## src/rtl/cic_int_feeder_if.sv

```systemverilog
// Sample/strobe bundle between an upstream source, cic_int_feeder and the CIC interpolator.
// underflow_cnt is present only when CIC_FEED_UFCNT_EN is defined.
interface cic_feed_if #(
   parameter int INPUT_WIDTH = 15,
   parameter int FIFO_DEPTH  = 4
) ();
   localparam int FW = $clog2(FIFO_DEPTH) + 1;

   logic                   en;
   logic                   flush;
   logic                   s_valid;
   logic [INPUT_WIDTH-1:0] s_data;
   logic                   s_ready;
   logic                   nd;
   logic [INPUT_WIDTH-1:0] din;
   logic                   underflow;
   logic [FW-1:0]          fill;
   logic                   running;
`ifdef CIC_FEED_UFCNT_EN
   logic [15:0]            underflow_cnt;

   modport master (output en, flush, s_valid, s_data,
                   input  s_ready, nd, din, underflow, fill, running, underflow_cnt);
   modport slave  (input  en, flush, s_valid, s_data,
                   output s_ready, nd, din, underflow, fill, running, underflow_cnt);
`else
   modport master (output en, flush, s_valid, s_data,
                   input  s_ready, nd, din, underflow, fill, running);
   modport slave  (input  en, flush, s_valid, s_data,
                   output s_ready, nd, din, underflow, fill, running);
`endif
endinterface

```

## src/rtl/cic_int_feeder.sv

```systemverilog
// Buffers upstream samples and feeds the CIC interpolator one sample every INTERPOLATION_RATE clocks.
// Optional saturating underflow counter enabled by defining CIC_FEED_UFCNT_EN.
module cic_int_feeder #(
   parameter int INPUT_WIDTH        = 15,
   parameter int INTERPOLATION_RATE = 8,
   parameter int FIFO_DEPTH         = 4,
   parameter int PRIME_LEVEL        = 2
) (
   input  logic      clk,
   input  logic      rst,
   cic_feed_if.slave bus
);
   localparam int AW = $clog2(FIFO_DEPTH);
   localparam int FW = AW + 1;
   localparam int PW = $clog2(INTERPOLATION_RATE);

   typedef enum logic [1:0] {IDLE, PRIME, RUN} state_t;

   state_t                 state_reg;
   logic [PW-1:0]          phase_reg;
   logic [INPUT_WIDTH-1:0] mem [FIFO_DEPTH];
   logic [AW-1:0]          wr_ptr_reg;
   logic [AW-1:0]          rd_ptr_reg;
   logic [FW-1:0]          fill_reg;
   logic                   nd_reg;
   logic [INPUT_WIDTH-1:0] din_reg;
   logic                   underflow_reg;
   logic                   running_reg;

   logic                   s_ready;
   logic                   push;
   logic                   pop;
   logic                   strobe;
   logic                   phase_last;
   logic [PW-1:0]          phase_next;

   assign s_ready    = (fill_reg < FW'(FIFO_DEPTH));
   // A flush discards anything offered in the same cycle.
   assign push       = bus.s_valid & s_ready & ~bus.flush;
   assign phase_last = (phase_reg == PW'(INTERPOLATION_RATE - 1));
   assign phase_next = phase_last ? '0 : phase_reg + PW'(1);
   assign strobe     = (state_reg == RUN) & bus.en & phase_last;
   // A strobe coinciding with flush goes out as a zero-stuffed underflow.
   assign pop        = strobe & ~bus.flush & (fill_reg != '0);

   always_ff @(posedge clk) begin
      if (push) begin
         mem[wr_ptr_reg] <= bus.s_data;
      end
   end

   always_ff @(posedge clk) begin
      if (rst) begin
         state_reg     <= IDLE;
         phase_reg     <= '0;
         wr_ptr_reg    <= '0;
         rd_ptr_reg    <= '0;
         fill_reg      <= '0;
         nd_reg        <= 1'b0;
         din_reg       <= '0;
         underflow_reg <= 1'b0;
         running_reg   <= 1'b0;
      end else begin
         nd_reg        <= strobe;
         underflow_reg <= strobe & ~pop;
         if (strobe) begin
            din_reg <= pop ? mem[rd_ptr_reg] : '0;
         end

         if (bus.flush) begin
            fill_reg   <= '0;
            wr_ptr_reg <= '0;
            rd_ptr_reg <= '0;
         end else begin
            if (push) begin
               wr_ptr_reg <= wr_ptr_reg + AW'(1);
            end
            if (pop) begin
               rd_ptr_reg <= rd_ptr_reg + AW'(1);
            end
            fill_reg <= fill_reg + FW'(push) - FW'(pop);
         end

         // Dropping en always wins; FIFO contents are kept for the restart.
         if (!bus.en && state_reg != IDLE) begin
            state_reg   <= IDLE;
            phase_reg   <= '0;
            running_reg <= 1'b0;
         end else begin
            case (state_reg)
               IDLE: begin
                  phase_reg   <= '0;
                  running_reg <= 1'b0;
                  if (bus.en) begin
                     state_reg <= PRIME;
                  end
               end
               PRIME: begin
                  phase_reg <= '0;
                  if (!bus.flush && fill_reg >= FW'(PRIME_LEVEL)) begin
                     state_reg   <= RUN;
                     running_reg <= 1'b1;
                  end
               end
               RUN: begin
                  if (bus.flush) begin
                     state_reg   <= PRIME;
                     phase_reg   <= '0;
                     running_reg <= 1'b0;
                  end else begin
                     phase_reg <= phase_next;
                  end
               end
               default: begin
                  state_reg   <= IDLE;
                  phase_reg   <= '0;
                  running_reg <= 1'b0;
               end
            endcase
         end
      end
   end

   assign bus.s_ready   = s_ready;
   assign bus.nd        = nd_reg;
   assign bus.din       = din_reg;
   assign bus.underflow = underflow_reg;
   assign bus.fill      = fill_reg;
   assign bus.running   = running_reg;

`ifdef CIC_FEED_UFCNT_EN
   logic [15:0] underflow_cnt_reg;

   always_ff @(posedge clk) begin
      if (rst || bus.flush) begin
         underflow_cnt_reg <= '0;
      end else if (strobe && !pop && underflow_cnt_reg != 16'hFFFF) begin
         underflow_cnt_reg <= underflow_cnt_reg + 16'd1;
      end
   end

   assign bus.underflow_cnt = underflow_cnt_reg;
`endif
endmodule
```

## src/flat_wrapper.sv

```systemverilog
// flat-port wrapper written by rule: the top's interface ports become plain ports
module cic_int_feeder_flat 
#(
   parameter int INPUT_WIDTH        = 15,
   parameter int INTERPOLATION_RATE = 8,
   parameter int FIFO_DEPTH         = 4,
   parameter int PRIME_LEVEL        = 2
)
  (clk, rst, bus_en, bus_flush, bus_s_valid, bus_s_data, bus_s_ready, bus_nd, bus_din, bus_underflow, bus_fill, bus_running);
  cic_feed_if #(.INPUT_WIDTH(INPUT_WIDTH), .FIFO_DEPTH(FIFO_DEPTH)) bus_i ();
  input  logic clk;
  input  logic rst;
  input wire logic [$bits(bus_i.en)-1:0] bus_en;
  input wire logic [$bits(bus_i.flush)-1:0] bus_flush;
  input wire logic [$bits(bus_i.s_valid)-1:0] bus_s_valid;
  input wire logic [$bits(bus_i.s_data)-1:0] bus_s_data;
  output wire logic [$bits(bus_i.s_ready)-1:0] bus_s_ready;
  output wire logic [$bits(bus_i.nd)-1:0] bus_nd;
  output wire logic [$bits(bus_i.din)-1:0] bus_din;
  output wire logic [$bits(bus_i.underflow)-1:0] bus_underflow;
  output wire logic [$bits(bus_i.fill)-1:0] bus_fill;
  output wire logic [$bits(bus_i.running)-1:0] bus_running;
  assign bus_i.en = bus_en;
  assign bus_i.flush = bus_flush;
  assign bus_i.s_valid = bus_s_valid;
  assign bus_i.s_data = bus_s_data;
  assign bus_s_ready = bus_i.s_ready;
  assign bus_nd = bus_i.nd;
  assign bus_din = bus_i.din;
  assign bus_underflow = bus_i.underflow;
  assign bus_fill = bus_i.fill;
  assign bus_running = bus_i.running;
  cic_int_feeder #(.INPUT_WIDTH(INPUT_WIDTH), .INTERPOLATION_RATE(INTERPOLATION_RATE), .FIFO_DEPTH(FIFO_DEPTH), .PRIME_LEVEL(PRIME_LEVEL)) u_core (.clk(clk), .rst(rst), .bus(bus_i));
endmodule
```

## config.mk

```make
export PLATFORM = sky130hd
export DESIGN_NAME = cic_int_feeder_flat
export DESIGN_NICKNAME = d
export VERILOG_FILES = /design/src/rtl/cic_int_feeder_if.sv /design/src/rtl/cic_int_feeder.sv /design/src/flat_wrapper.sv
export SDC_FILE = /design/constraint.sdc
export NUM_CORES = 1
export LEC_CHECK = 0
export CAP_MARGIN = 25
export CORE_MARGIN = 4
export CORE_UTILIZATION = 51
export CTS_BUF_LIST = sky130_fd_sc_hd__clkbuf_4
export CTS_CLUSTER_DIAMETER = 150
export DETAILED_ROUTE_END_ITERATION = 8
export PLACE_DENSITY = 0.77
export SLEW_MARGIN = 40
export SYNTH_ARGS = -nofsm -noshare
export SYNTH_HDL_FRONTEND = slang
export SYNTH_SLANG_ARGS = --single-unit
```

## constraint.sdc

```tcl
create_clock -name clk -period 2 [get_ports clk]
set_input_delay 0.4 -clock clk [delete_from_list [all_inputs] [get_ports clk]]
set_output_delay 0.4 -clock clk [all_outputs]
set_load 0.03 [all_outputs]
```

# == Yosys cells after proc, flatten, opt, wreduce, memory -nomap -nowiden ==
# Memory sizes are Yosys's and may differ from the RTL's. A register that Yosys moved wholly into a read port is not among the register bits.
# Cells that the tools add are included.
# word_totals
n_memories,1
latchBits,0
mem_bits_ro,0
ff_bits,30
mem_bits_rw,60
# memory_table
memory,depth,word_bits,read_ports,rd_clocked_by_memory_dff,write_ports,line,rtl
u_core.mem,4,15,1,1,1,cic_int_feeder.sv:21,logic [INPUT_WIDTH-1:0] mem [FIFO_DEPTH];
# classes
bitwise,10
shift,0
n_reduce_logical,12
multipliers,0
n_mux,12
magnitude_cmp,2
add_sub_neg,5
eq_ne,6
div,0
# op_table
op,count
15-bit 2-to-1 mux,1
2-bit 2-to-1 mux,5
1-bit bitwise AND,7
2-bit case mux with 3 select lines,1
5-bit OR reduction,1
2-bit by 1-bit adder with 2-bit output (second input constant),2
1-bit 2-to-1 mux,4
2-bit inequality test (second input constant),2
2-bit OR reduction,2
3-bit by 1-bit adder with 3-bit output,1
3-bit by 1-bit adder with 3-bit output (second input constant),1
3-bit equality test (second input constant),1
3-bit by 2-bit greater-or-equal comparator with 1-bit output (second input constant),1
3-bit < comparator (second input constant),1
1-bit inverter,3
3-bit AND reduction,1
3-bit nonzero test,1
3-bit by 1-bit subtractor with 3-bit output,1
2-bit by 1-bit equality test with 1-bit output (second input constant),1
2-bit equality test (second input constant),1
1-bit logical AND,2
1-bit zero test,2
2-bit zero test,1
2-bit by 1-bit inequality test with 1-bit output (second input constant),1
3 further kinds,3

# == Depth between registers and ports, before layout ==
# Gate-level depths: netlist of the first run.
# logic_depth
ltp_word,7
mapped_depth,10
ltp_nobuf,10

# == Least setup slack after synthesis of the first run ==
# Ideal clock, no wire load.
# synth_timing
path_kind,register -> register
from,reg u_core.phase_reg[0]
to,reg u_core.fill_reg[2] (netlist: u_core.bus.fill[2])
arrival_time_ns,1.944
setup_slack_ns,-0.064
stages_incl_launch_ff,11
cell_sequence,dfxtp_1 ha_1 ha_1 nand4b_1 nor3_1 ha_1 inv_1 ha_1 fa_1 xor2_1 nor2_1
# synth_via
elab_chain_len,5
# synth_rtl
item,line,rtl
"start, declared",cic_int_feeder.sv:20,logic [PW-1:0] phase_reg;
"start signal, assigned",cic_int_feeder.sv:111,phase_reg <= phase_next;
3-bit equality test,cic_int_feeder.sv:40,assign phase_last = (phase_reg == PW'(INTERPOLATION_RATE - 1));
1-bit bitwise AND,cic_int_feeder.sv:42,assign strobe = (state_reg == RUN) & bus.en & phase_last;
1-bit bitwise AND (2 in a row),cic_int_feeder.sv:44,assign pop = strobe & ~bus.flush & (fill_reg != '0);
via u_core.pop,cic_int_feeder.sv:32,logic pop;
3-bit by 1-bit subtractor with 3-bit output,cic_int_feeder.sv:81,fill_reg <= fill_reg + FW'(push) - FW'(pop);
"end signal, assigned",cic_int_feeder.sv:81,
"end, declared",cic_int_feeder.sv:24,logic [FW-1:0] fill_reg;
# The timed path passes the listed nets, and every way through them passes these cells.
# A chain may end at the register's enable or synchronous reset.

# == Worst setup path after layout of the first run ==
# layout_timing
from,reg u_core.phase_reg[0]
to,reg u_core.fill_reg[1] (netlist: u_core.bus.fill[1])
# The elaborated chain is that of the path after synthesis.

==> run metrics, run 1 <==
crit path max fanout=2; Worst Path Buf+Inv=1; placed inst area=0.004131 sq mm; Crit-path slowest cell=fa_2; share of layout cells above drive strength 1=22.05%; Synth area leaders=edfxtp_1, dfxtp_1, mux4_2; first-pass GRT wire length=9453 um; flop2flop setup slack=-0.02 ns; Synth top area share=52.25%; Layout Nets=288; Synth Cell Area=0.003448 sq mm; Power Density=738.6 mW/mm^2; CP Launch Type=register; initial antenna violation count=0; cells along the critical path=ha_4 -> ha_4 -> nand4b_1 -> nor3_2 -> ha_1 -> inv_1 -> ha_2 -> fa_2 -> and2_4; ys async rst share=0%; via/cell ratio=5.391; register area=0.002445 sq mm; largest family of logic cells by synthesized area=multiplexers; static leakage=1.497 nW; Slew Limit Fails=0; root buffer cell=clkbuf_4; Post-Synth XOR/XNOR Area=0.5080%; post-synthesis compound-gate area fraction=5.733%; Mapped Avg Cell Area=17.50 sq um; yosys warns=0; largest net degree at the start of global routing=17; Post-Synth Adder-Cell Area=3.846%; Fin Setup TNS=-0.02146 ns; MaxCap Viol Count=0; Reg-to-Reg Start=u_core.phase_reg[0]; DRT iter0 DRCs=64; final hold slack=0.4385 ns; Hold/Removal Path Class=reg -> reg; total CTS buffers=9; r2r worst-path depth=9; I/O Buffers=41; number of flip-flops in the largest register=60; simple-gate share of the synthesized area=6.459%; Setup-failing EPs final=1; Post-synth top cells=edfxtp_1, dfxtp_1, a22o_1, mux4_2, inv_1; syn nets=227; detailed placer's ending HPWL=3901 um; clk_skew=0.01986 ns; number of synthesized flops with an enable pin=60; Routability Congestion=0.7829; Hold Crit Depth=1; mux cell area share after synthesis=10.09%; Yosys top cell by area=edfxtp_1; Slew @ Worst Pin=0.6928 ns; Final Cell Area=0.004293 sq mm; Core ar.=0.006459 sq mm; CP endpoint kind=register; CTS tree=done; Max clock buf depth=2; delay-heaviest family, CP=adder cells; gr usage total=15.27%; PnR worst setup slack=-0.02146 ns; Final Hold Fails=0; later-pin clock latency in the skew report=0.42 ns; post-synthesis sequential area ratio=70.83%; run status=finished, violations left; most common cell in the netlist=edfxtp_1; H-tree levels=3; Max Clock Freq=494.7 MHz; end of the worst register-to-register path=u_core.bus.fill[1]; # IOs=42; Placed Cells=323; GRT Residual Overflow=0; clock sinks=92; Cells after Synth=197; Clk pin slew, worst setup/hold paths=0.12 ns; DRT Pass-1 Iters=4; ys flop type=edfxtp_1; starting density of the core=53.39%; Peak VDD IR=0.0005351 V; hold path endpoint=u_core.phase_reg[0]; multi-input logic area=962.2 sq um; row cnt=29; max_slew headroom=53.60%; RSZ-0062 raised after global routing=yes; Layout area overhead=24.49%; Synth Register Bits=92; Tmin final=2.021 ns; DIE AREA=0.008141 sq mm; Post-DRT Antenna Nets=0; WL final=5737 um; crit path from=u_core.phase_reg[0]; Layout Cells excl Fill=340; vias after detailed routing=1833; CP Data Required Time=2.31 ns; DIE HEIGHT=90.23 um; ANT cells=0; Post-route DRC=0; Final Cycle Share=101.1%; fillcell total=489; Max stage delay on crit path=0.42 ns; post-synthesis cell type count=34; failing checks=negative setup slack; Crit Path Category=reg -> reg; hold path start=u_core.phase_reg[0]; CP most frequent cell=ha_4; Die W=90.23 um; WL per Instance=16.87 um; WP data arrival=2.34 ns; vias in the first global route=1861
layout by cell type (no fill, tap or decap), types with 6 or more instances in the layout:
master | synthesis | routed
buf_4 | 0 | 10
mux4_2 | 15 | 15
edfxtp_1 | 60 | 60
ha_1 | 9 | 6
clkbuf_4 | 0 | 10
dfxtp_1 | 32 | 30
buf_12 | 0 | 6
and2_1 | 8 | 7
nor2_1 | 7 | 7
inv_1 | 10 | 10
clkdlybuf4s50_1 | 0 | 38
a22o_1 | 15 | 15
worst max-delay path by stage:
stage	endpoint	slack, ns	cells after the start
4_1_cts	u_core.bus.fill[1]	-0.05	9
5_1_grt	u_core.bus.fill[1]	-0.13	9
6_report	u_core.bus.fill[1]	-0.02	9
3_3_place_gp	u_core.bus.fill[1]	-0.31	8
2_1_floorplan	u_core.bus.fill[1]	-0.02	9
3_5_place_dp	u_core.bus.fill[1]	-0.36	8
power by group:
group          internal, W  leakage [nW]  switching (W)
Clock             0.000396        0.0744       0.000583
Sequential         0.00205         0.804     0.00000759
Combinational    0.0000733         0.618      0.0000655
Total              0.00252          1.50       0.000656
metal layers:
layer	track usage (%)	wire length, um
met3	3.422	168
met4	6.888	86
met1	18.41	2480
met2	26.20	3002
met5	0	0
worst reg2reg max path, cell delays in order, from the launching register on:
cell and delay [ns]:
dfxtp_2 0.37, ha_4 0.14, ha_4 0.12, nand4b_1 0.13
nor3_2 0.13, ha_1 0.24, inv_1 0.06, ha_2 0.17
fa_2 0.42, and2_4 0.14
through the flow:
step | total power [W] | util [%] | setup slack (ns)
detailed placement | 0.002235 | 63.97 | -0.3593
global route | 0.003315 | 66.47 | -0.1319
floorplan | 0.002150 | - | -0.02099
finish | 0.003171 | 66.47 | -0.02146
global placement | 0.002231 | 63.97 | -0.3099
CTS | 0.003203 | 66.23 | -0.05187
cell families after synthesis:
kind of cell	count (synthesis)
flops	92
xor+xnor	2
fa+ha+maj	10
simple gates	34
mux	16
compound gates	26
buf+inv	17
what timing repair did:
| item | CTS | global route |
|---|---|---|
| buffers inserted | 1 | 0 |
| resized for setup | 0 | 5 |
| setup endpoints to repair | 2 | 6 |
| hold buffers | 0 | 0 |
| pin swaps | 1 | 2 |
layout make-up:
cell class                 instances  area share (%)
sequential                        92           56.95
clock buffer                      10           1.749
clock inverter                     6           1.486
tap                               77           2.244
timing repair buffer              57           14.28
multi-input combinational         88           22.41
inverter                          10          0.8744
Power figures use the tool's default switching activity.
==> inputs of run 2 (changes only) <==
--- a/config.mk
+++ b/config.mk
@@ -11,6 +11,7 @@
 export CTS_BUF_LIST = sky130_fd_sc_hd__clkbuf_4
 export CTS_CLUSTER_DIAMETER = 150
 export DETAILED_ROUTE_END_ITERATION = 8
+export HOLD_SLACK_MARGIN = 0.1
 export PLACE_DENSITY = 0.77
 export SLEW_MARGIN = 40
 export SYNTH_ARGS = -nofsm -noshare
==> results of run 2 <==
The final DEF is identical to that of run 1; final timing and power are the same.
